[config.mk]
export PLATFORM = sky130hd
export DESIGN_NAME = tqv_bus_initiator
export DESIGN_NICKNAME = d
export VERILOG_FILES = /design/src/rtl/tqv_bus_initiator.sv
export SDC_FILE = /design/constraint.sdc
export NUM_CORES = 1
export LEC_CHECK = 0
export ABC_AREA = 1
export CAP_MARGIN = 10
export CORE_MARGIN = 5
export CORE_UTILIZATION = 46
export DETAILED_ROUTE_END_ITERATION = 8
export PLACE_DENSITY_LB_ADDON = 0.1
export SYNTH_ARGS = -nofsm -noshare
export SYNTH_HDL_FRONTEND = slang
export SYNTH_SLANG_ARGS = --single-unit
[constraint.sdc]
create_clock -name clk -period 7.8 [get_ports clk]
set_clock_uncertainty 0.05 [all_clocks]
set_input_delay 1.95 -clock clk [delete_from_list [all_inputs] [get_ports clk]]
set_output_delay 1.95 -clock clk [all_outputs]
set_load 0.03 [all_outputs]
[src/rtl/tqv_bus_initiator.sv]
// Burst bus initiator for the TinyQV peripheral data interface (8/16/32-bit beats, wrapping address).
// Optional request timeout enabled by defining TQV_INIT_TIMEOUT_EN.
module tqv_bus_initiator #(
    parameter int unsigned ADDR_BITS  = 5,
    parameter int unsigned COUNT_BITS = 4
`ifdef TQV_INIT_TIMEOUT_EN
    ,
    parameter int unsigned TIMEOUT_CYCLES = 15
`endif
) (
    input  logic                  clk,
    input  logic                  rst,
    input  logic                  cmd_valid,
    output logic                  cmd_ready,
    input  logic                  cmd_write,
    input  logic [1:0]            cmd_size,
    input  logic [ADDR_BITS-1:0]  cmd_addr,
    input  logic [COUNT_BITS-1:0] cmd_count,
    input  logic                  wr_valid,
    output logic                  wr_ready,
    input  logic [31:0]           wr_data,
    output logic                  rd_valid,
    input  logic                  rd_ready,
    output logic [31:0]           rd_data,
    output logic [ADDR_BITS-1:0]  addr_out,
    output logic [31:0]           data_out,
    output logic [1:0]            data_write_n,
    output logic [1:0]            data_read_n,
    input  logic [31:0]           data_in,
    input  logic                  data_ready,
    output logic                  busy,
    output logic                  error
);

    localparam int unsigned DATA_W = 32;
    localparam int unsigned SIZE_W = 2;
    localparam logic [SIZE_W-1:0] REQ_IDLE = 2'b11;

    typedef enum logic [1:0] {S_IDLE, S_WDATA, S_REQ, S_RHOLD} state_e;

    state_e                state_q, state_d;
    logic                  write_q, write_d;
    logic [SIZE_W-1:0]     size_q, size_d;
    logic [COUNT_BITS-1:0] count_q, count_d;
    logic [COUNT_BITS-1:0] beat_q, beat_d;
    logic [ADDR_BITS-1:0]  addr_q, addr_d;
    logic [DATA_W-1:0]     data_out_q, data_out_d;
    logic [DATA_W-1:0]     rd_data_q, rd_data_d;
    logic                  rd_valid_q, rd_valid_d;
    logic [SIZE_W-1:0]     write_n_q, write_n_d;
    logic [SIZE_W-1:0]     read_n_q, read_n_d;
    logic                  cmd_ready_q, cmd_ready_d;
    logic                  wr_ready_q, wr_ready_d;
    logic                  busy_q, busy_d;

    logic accept_c, wr_hs_c, done_c, rd_hs_c, last_c, advance_c, timeout_c;
    logic [DATA_W-1:0]    rd_masked_c;
    logic [ADDR_BITS-1:0] step_c;

    assign accept_c  = (state_q == S_IDLE) && cmd_valid;
    assign wr_hs_c   = (state_q == S_WDATA) && wr_valid;
    assign done_c    = (state_q == S_REQ) && data_ready;
    assign rd_hs_c   = (state_q == S_RHOLD) && rd_ready;
    assign last_c    = (beat_q == count_q);
    assign advance_c = (done_c && write_q) || rd_hs_c;
    assign step_c    = ADDR_BITS'(1) << size_q;

    always_comb begin
        unique case (size_q)
            2'b00:   rd_masked_c = {24'h0, data_in[7:0]};
            2'b01:   rd_masked_c = {16'h0, data_in[15:0]};
            default: rd_masked_c = data_in;
        endcase
    end

`ifdef TQV_INIT_TIMEOUT_EN
    // Counts request cycles without data_ready; expiry aborts the burst.
    localparam int unsigned TMO_W = $clog2(TIMEOUT_CYCLES + 1);
    logic [TMO_W-1:0] tmo_q, tmo_d;
    logic             err_q, err_d;

    assign timeout_c = (state_q == S_REQ) && !data_ready
                       && (tmo_q == TMO_W'(TIMEOUT_CYCLES - 1));

    always_comb begin
        tmo_d = '0;
        if ((state_q == S_REQ) && !data_ready && !timeout_c) begin
            tmo_d = tmo_q + TMO_W'(1);
        end
        err_d = err_q;
        if (accept_c) begin
            err_d = 1'b0;
        end
        if (timeout_c) begin
            err_d = 1'b1;
        end
    end

    always_ff @(posedge clk or posedge rst) begin
        if (rst) begin
            tmo_q <= '0;
            err_q <= 1'b0;
        end else begin
            tmo_q <= tmo_d;
            err_q <= err_d;
        end
    end

    assign error = err_q;
`else
    assign timeout_c = 1'b0;
    assign error     = 1'b0;
`endif

    always_ff @(posedge clk or posedge rst) begin
        if (rst) begin
            state_q <= S_IDLE;
        end else begin
            state_q <= state_d;
        end
    end

    always_comb begin
        state_d = state_q;
        unique case (state_q)
            S_IDLE: begin
                if (cmd_valid) begin
                    state_d = cmd_write ? S_WDATA : S_REQ;
                end
            end
            S_WDATA: begin
                if (wr_valid) begin
                    state_d = S_REQ;
                end
            end
            S_REQ: begin
                if (timeout_c) begin
                    state_d = S_IDLE;
                end else if (data_ready) begin
                    state_d = !write_q ? S_RHOLD : (last_c ? S_IDLE : S_WDATA);
                end
            end
            S_RHOLD: begin
                if (rd_ready) begin
                    state_d = last_c ? S_IDLE : S_REQ;
                end
            end
            default: state_d = S_IDLE;
        endcase
    end

    // Next values for all registered outputs and burst context; bus outputs follow state_d.
    always_comb begin
        write_d    = write_q;
        size_d     = size_q;
        count_d    = count_q;
        beat_d     = beat_q;
        addr_d     = addr_q;
        data_out_d = data_out_q;
        rd_data_d  = rd_data_q;
        rd_valid_d = rd_valid_q;

        if (accept_c) begin
            write_d = cmd_write;
            size_d  = (cmd_size == 2'b11) ? 2'b10 : cmd_size;
            count_d = cmd_count;
            beat_d  = '0;
            addr_d  = cmd_addr;
        end
        if (wr_hs_c) begin
            data_out_d = wr_data;
        end
        if (done_c && !write_q) begin
            rd_data_d  = rd_masked_c;
            rd_valid_d = 1'b1;
        end
        if (rd_hs_c) begin
            rd_valid_d = 1'b0;
        end
        if (advance_c && !last_c) begin
            addr_d = addr_q + step_c;
            beat_d = beat_q + COUNT_BITS'(1);
        end

        cmd_ready_d = (state_d == S_IDLE);
        wr_ready_d  = (state_d == S_WDATA);
        busy_d      = (state_d != S_IDLE);
        write_n_d   = ((state_d == S_REQ) && write_d)  ? size_d : REQ_IDLE;
        read_n_d    = ((state_d == S_REQ) && !write_d) ? size_d : REQ_IDLE;
    end

    always_ff @(posedge clk or posedge rst) begin
        if (rst) begin
            write_q     <= 1'b0;
            size_q      <= '0;
            count_q     <= '0;
            beat_q      <= '0;
            addr_q      <= '0;
            data_out_q  <= '0;
            rd_data_q   <= '0;
            rd_valid_q  <= 1'b0;
            write_n_q   <= REQ_IDLE;
            read_n_q    <= REQ_IDLE;
            cmd_ready_q <= 1'b1;
            wr_ready_q  <= 1'b0;
            busy_q      <= 1'b0;
        end else begin
            write_q     <= write_d;
            size_q      <= size_d;
            count_q     <= count_d;
            beat_q      <= beat_d;
            addr_q      <= addr_d;
            data_out_q  <= data_out_d;
            rd_data_q   <= rd_data_d;
            rd_valid_q  <= rd_valid_d;
            write_n_q   <= write_n_d;
            read_n_q    <= read_n_d;
            cmd_ready_q <= cmd_ready_d;
            wr_ready_q  <= wr_ready_d;
            busy_q      <= busy_d;
        end
    end

    assign cmd_ready    = cmd_ready_q;
    assign wr_ready     = wr_ready_q;
    assign rd_valid     = rd_valid_q;
    assign rd_data      = rd_data_q;
    assign addr_out     = addr_q;
    assign data_out     = data_out_q;
    assign data_write_n = write_n_q;
    assign data_read_n  = read_n_q;
    assign busy         = busy_q;

endmodule

Word-level counts from Yosys, hierarchy flattened
Index checks and enable logic that the tools add are counted.
- logic and storage cells: 65
- bits of input ports: 82
- output and inout bits: 78
- register bits: 90
- muxes and demuxes: 21
- add/sub/neg operators: 2
- equality and inequality tests: 8
- reduce and logical (&&, ||, !) cells: 19
- shift operators: 1
- operators by type and width (kind ; number):
    one-hot mux 32 bit (2 select lines) ; 1
    two-way mux 2 bit ; 11
    two-way mux 5 bit ; 2
    logical AND 1 bit ; 9
    equality test 2 bit (second input constant) ; 4
    two-way mux 4 bit ; 2
    one-hot mux 2 bit (4 select lines) ; 1
    equality test 2 x 1 -> 1 bit (second input constant) ; 3
    logical NOT 2 bit ; 3
    nonzero test 2 bit ; 3
    adder 5 bit ; 1
    << shifter 1 x 2 -> 5 bit (first input constant) ; 1
    adder 4 x 1 -> 4 bit (second input constant) ; 1
    equality test 4 bit ; 1
    two-way mux 1 bit ; 4
    logical NOT 1 bit ; 3
    logical OR 1 bit ; 1

Depth between registers and ports, before layout
- word-level depth: 8
- gate-level depth with buffers: 11
- mapped depth without buffers: 10

Worst setup path after synthesis
No wires, ideal clock.
- kind: input port to flip-flop
- from: input cmd_valid
- to: register read_n_q[0], in the netlist data_read_n[0]
- arrival: 2.726 ns
- library setup time: 0.097 ns
- buffers on the path: 0
- required time: 7.653 ns
- setup slack: 4.927 ns
- stages on the path: 6
- cell sequence: inv_1 -> nor3_4 -> inv_2 -> or2_0 -> nand3_2 -> nand4_1
- cells in the longest elaborated chain, start to end: 5
- elaborated cells between the ends (all ways): 9
- classes of those cells: eq/ne: 1; mux: 5; reduce/logical: 3
- RTL lines (element ; RTL line ; RTL):
    from (decl) ; 13 ; input logic cmd_valid,
    two-way mux 2 bit ; 127 ; if (cmd_valid) begin
    one-hot mux 2 bit (4 select lines) ; 125 ; unique case (state_q)
    named net state_d[1] ; 41 ; state_e state_q, state_d;
    equality test 2 bit ; 189 ; read_n_d = ((state_d == S_REQ) && !write_d) ? size_d : REQ_IDLE;
    logical AND 1 bit ; 189 ;
    two-way mux 2 bit ; 189 ;
    named net read_n_d[0] ; 51 ; logic [SIZE_W-1:0] read_n_q, read_n_d;
    to (signal assigned) ; 217 ; read_n_q <= read_n_d;
    to (decl) ; 51 ;
The timed path passes the listed nets, and every way through them passes these cells.
A chain may end at the register's enable or synchronous reset.

Final worst setup path
- from: input wr_valid
- to: register read_n_q[0], in the netlist data_read_n[0]
- cells in the longest elaborated chain, start to end: 5
- RTL lines (element ; RTL line ; RTL):
    from (decl) ; 19 ; input logic wr_valid,
    two-way mux 2 bit ; 132 ; if (wr_valid) begin
    one-hot mux 2 bit (4 select lines) ; 125 ;
    named net state_d[1] ; 41 ;
    equality test 2 bit ; 189 ;
    logical AND 1 bit ; 189 ;
    two-way mux 2 bit ; 189 ;
    named net read_n_d[0] ; 51 ;
The timed path passes the listed nets, and every way through them passes these cells.

==> results.py <==
metrics = {
    "status": {
        "outcome": "completed",
    },
    "yosys": {
        "synth_xor_area_share_pct": 0.914,
        "synth_edf_count": 0,
        "synth_ff_type": "dfrtp_1",
        "synth_fa_ha_area_share_pct": 2.15,
        "synth_cell_types": 30,
        "yosysWarningCount": 0,
        "synth-seq-area-share_pct": 58.9,
        "synthArstFlopShare_pct": 100,
        "synth-simple-area-share_pct": 29.0,
        "ys_ff_latch": 90,
        "synthCells": 447,
        "synth_area_leaders": "dfrtp_1 (55%), nand2_1 (21%), nand3_1 (3.8%), dfstp_2 (3.4%), inv_1 (3.0%)",
        "synth.top_cell.area_share_pct": 55.5,
        "yosysTopAreaCell": "dfrtp_1",
        "syn_area_per_cell_sq_um": 8.58,
        "synth-compound-area-share_pct": 3.16,
        "syn-cell-area_sq_um": 3830,
        "synthMuxAreaShare_pct": 0,
        "syn-num-nets": 535,
        "synth_top_family_by_area": "simple AND/OR/NAND/NOR gates",
    },
    "routing": {
        "drt-total-wl_um": 9850,
        "wl_per_cell_um": 13.8,
        "vias": 3394,
        "drc": 0,
        "ant_nets": 0,
        "via_per_inst": 4.77,
        "drt_pass1_iterations": 4,
        "drt-initial-drc-count": 145,
    },
    "power": {
        "ir_drop_v": 0.000224,
        "total_leakage_power_nw": 2.80,
        "p_per_area_nw_per_um2": 419,
    },
    "worst_setup_path": {
        "worstPathRequired_ns": 8.00,
        "path_buf_inv": 3,
        "worstPathCellList": "clkdlybuf4s50_1 -> inv_1 -> nor2_2 -> inv_2 -> nand2_1 -> nor2_1 -> nand3_2 -> nand4_1",
        "worstPathArrival_ns": 4.45,
        "cp_slowest_stage_delay_ns": 0.91,
        "path_class": "in2reg",
        "setup.worst_path.end_class": "register",
        "critPathMaxFanout": 33,
        "worstSetupStartpointType": "input pin",
        "slowest_stage": "nor2_2",
        "cp_top_family": "simple AND/OR/NAND/NOR gates",
    },
    "sta": {
        "fin_crit_ns": 4.26,
        "fin_setup_tns_ns": 0,
        "period_share_pct": 54.6,
        "clock.fmax_mhz": 235,
        "finalSetupViolCount": 0,
        "slew_headroom_pct": 19.9,
        "rsz0062_at_grt": "no",
        "drv_slew": 0,
        "worst_pin_slew_ns": 1.20,
        "finalWorstSetupSlack_ns": 3.54,
        "hold_viol_final": 0,
    },
    "cts": {
        "ctsHoldBuffers": 0,
        "cts_tree": "done",
        "clock_sinks": 90,
        "insertion_delay_ns": 0.34,
        "post-cts-setup-buffers": 0,
        "clock_path_buffers": 2,
        "cts_buffers": 9,
        "cts_root_buffer": "clkbuf_8",
        "htreeDepth": 3,
        "clk_pin_slew_ns": 0.08,
        "cts.repair.resized": 0,
    },
    "floorplanning": {
        "start_util_pct": 46.9,
        "core_area_sq_um": 8180,
        "die_h_um": 101,
        "num_rows": 33,
        "ios": 160,
        "dieArea_sq_um": 10300,
        "dieWidth_um": 101,
    },
    "grt": {
        "grt.overflow.total": 0,
        "antenna_found_initial": 0,
        "grtUsageTotal_pct": 19.4,
        "grt_pass1_vias": 3302,
        "grt_max_degree": 91,
        "grt_pass1_wl_um": 15800,
    },
    "layout": {
        "area_delta_synth_final_pct": 48.2,
        "n_fill_cell": 670,
        "antenna_cells": 0,
        "drive_above_1_share_pct": 5.94,
        "fin_nets": 689,
    },
    "hold_path": {
        "min_path_type": "reg2reg",
    },
    "place": {
        "dp_hpwl_um": 7190,
        "dpl_worst_slack_ns": 3.13,
        "port_buffers": 158,
        "gp_congestion": 0.829,
    },
    "job": {
        "max_cap_violations": 0,
    },
}
-- cell type report --
type	instances	area [sq um]	area share, %
clock inverter	4	52.6	0.924
clock buffer	12	135	2.38
timing repair buffer	160	1620	28.4
inverter	36	136	2.40
sequential	90	2260	39.7
tap	105	131	2.31
multi-input combinational	304	1350	23.8
-- worst min-delay path: stages (launching register included) --
cell	delay, ns
dfrtp_1	0.35
nand2_1	0.05
nand2_1	0.05
-- placed cells by master, fill, tap and decap left out, types with 2 or more instances in the layout --
cell type	n
o21ai_0	9
nand2_1	218
o21ai_1	5
inv_2	5
xnor2_1	2
nand3_1	29
nand2_2	2
nor2_2	4
clkdlybuf4s50_1	158
clkinvlp_4	3
xor2_1	2
a21oi_1	2
clkbuf_8	9
nor2_1	9
nand4_1	4
dfstp_2	5
ha_1	5
clkbuf_1	3
dfrtp_1	85
o22ai_1	4
inv_1	30
-- synthesized netlist by cell type (5+ instances only) --
master and count:
nand2_1 218, dfrtp_1 85, inv_1 31, nand3_1 29, buf_2 10, nor2_1 9, o21ai_0 9, clkbuf_1 5
dfstp_2 5, ha_1 5, inv_2 5, o21ai_1 5
-- worst paths after layout --
kind | cells after the start | start | slack (ns) | endpoint
min in group asynchronous | 3 | rst | 1.97 | rd_data[1]$_DFFE_PP0P_
min | 2 | rd_data[7]$_DFFE_PP0P_ | 0.43 | rd_data[7]$_DFFE_PP0P_
max reg2reg | 8 | state_q[1]$_DFF_PP0_ | 5.12 | data_read_n[0]$_DFF_PP1_
max in group asynchronous | 4 | rst | 5.06 | data_write_n[1]$_DFF_PP1_
min reg2reg | 2 | rd_data[7]$_DFFE_PP0P_ | 0.43 | rd_data[7]$_DFFE_PP0P_
max | 8 | wr_valid | 3.54 | data_read_n[0]$_DFF_PP1_
-- sequential cells by signal, indices dropped and copies added (netlist names), 2 cells and up --
register / count
data_out: 32
rd_data: 32
data_write_n: 2
addr_out: 5
beat_q: 4
state_q: 2
size_q: 2
count_q: 4
data_read_n: 2
-- metal layers --
layer	vias up	part of all wire (%)	global-route usage (%)
li1	1682	-	-
met1	1578	43	26.1
met2	116	48	30.4
met3	18	7.3	4.34
met4	0	2.0	8.08
met5	-	0	0
-- through the flow --
stage | cell area [sq um] | cells | hold WS [ns] | util [%] | total power (W)
global route | 5680 | 711 | 0.455 | 69.5 | 0.00255
finish | 5680 | 711 | 0.425 | 69.5 | 0.00238
CTS | 5660 | 710 | 0.429 | 69.2 | 0.00240
global placement | 5470 | 694 | 0.404 | 66.9 | 0.00206
floorplan | 3830 | 447 | 0.480 | - | 0.00158
detailed placement | 5470 | 694 | 0.409 | 66.9 | 0.00209
-- power by group --
group	internal (W)	leakage (nW)	switching (W)	total [W]
clock network	0.000149	0.0828	0.000158	0.000307
registers	0.000678	1.12	0.000136	0.000814
logic	0.000494	1.59	0.000767	0.00126
total	0.00132	2.80	0.00106	0.00238
-- logic make-up after synthesis --
group,Yosys count
compound gates,22
other cells,1
flops,90
buf+inv,53
fa+ha+maj,6
xor+xnor,4
simple gates,271
(Power assumes the default switching activity.)
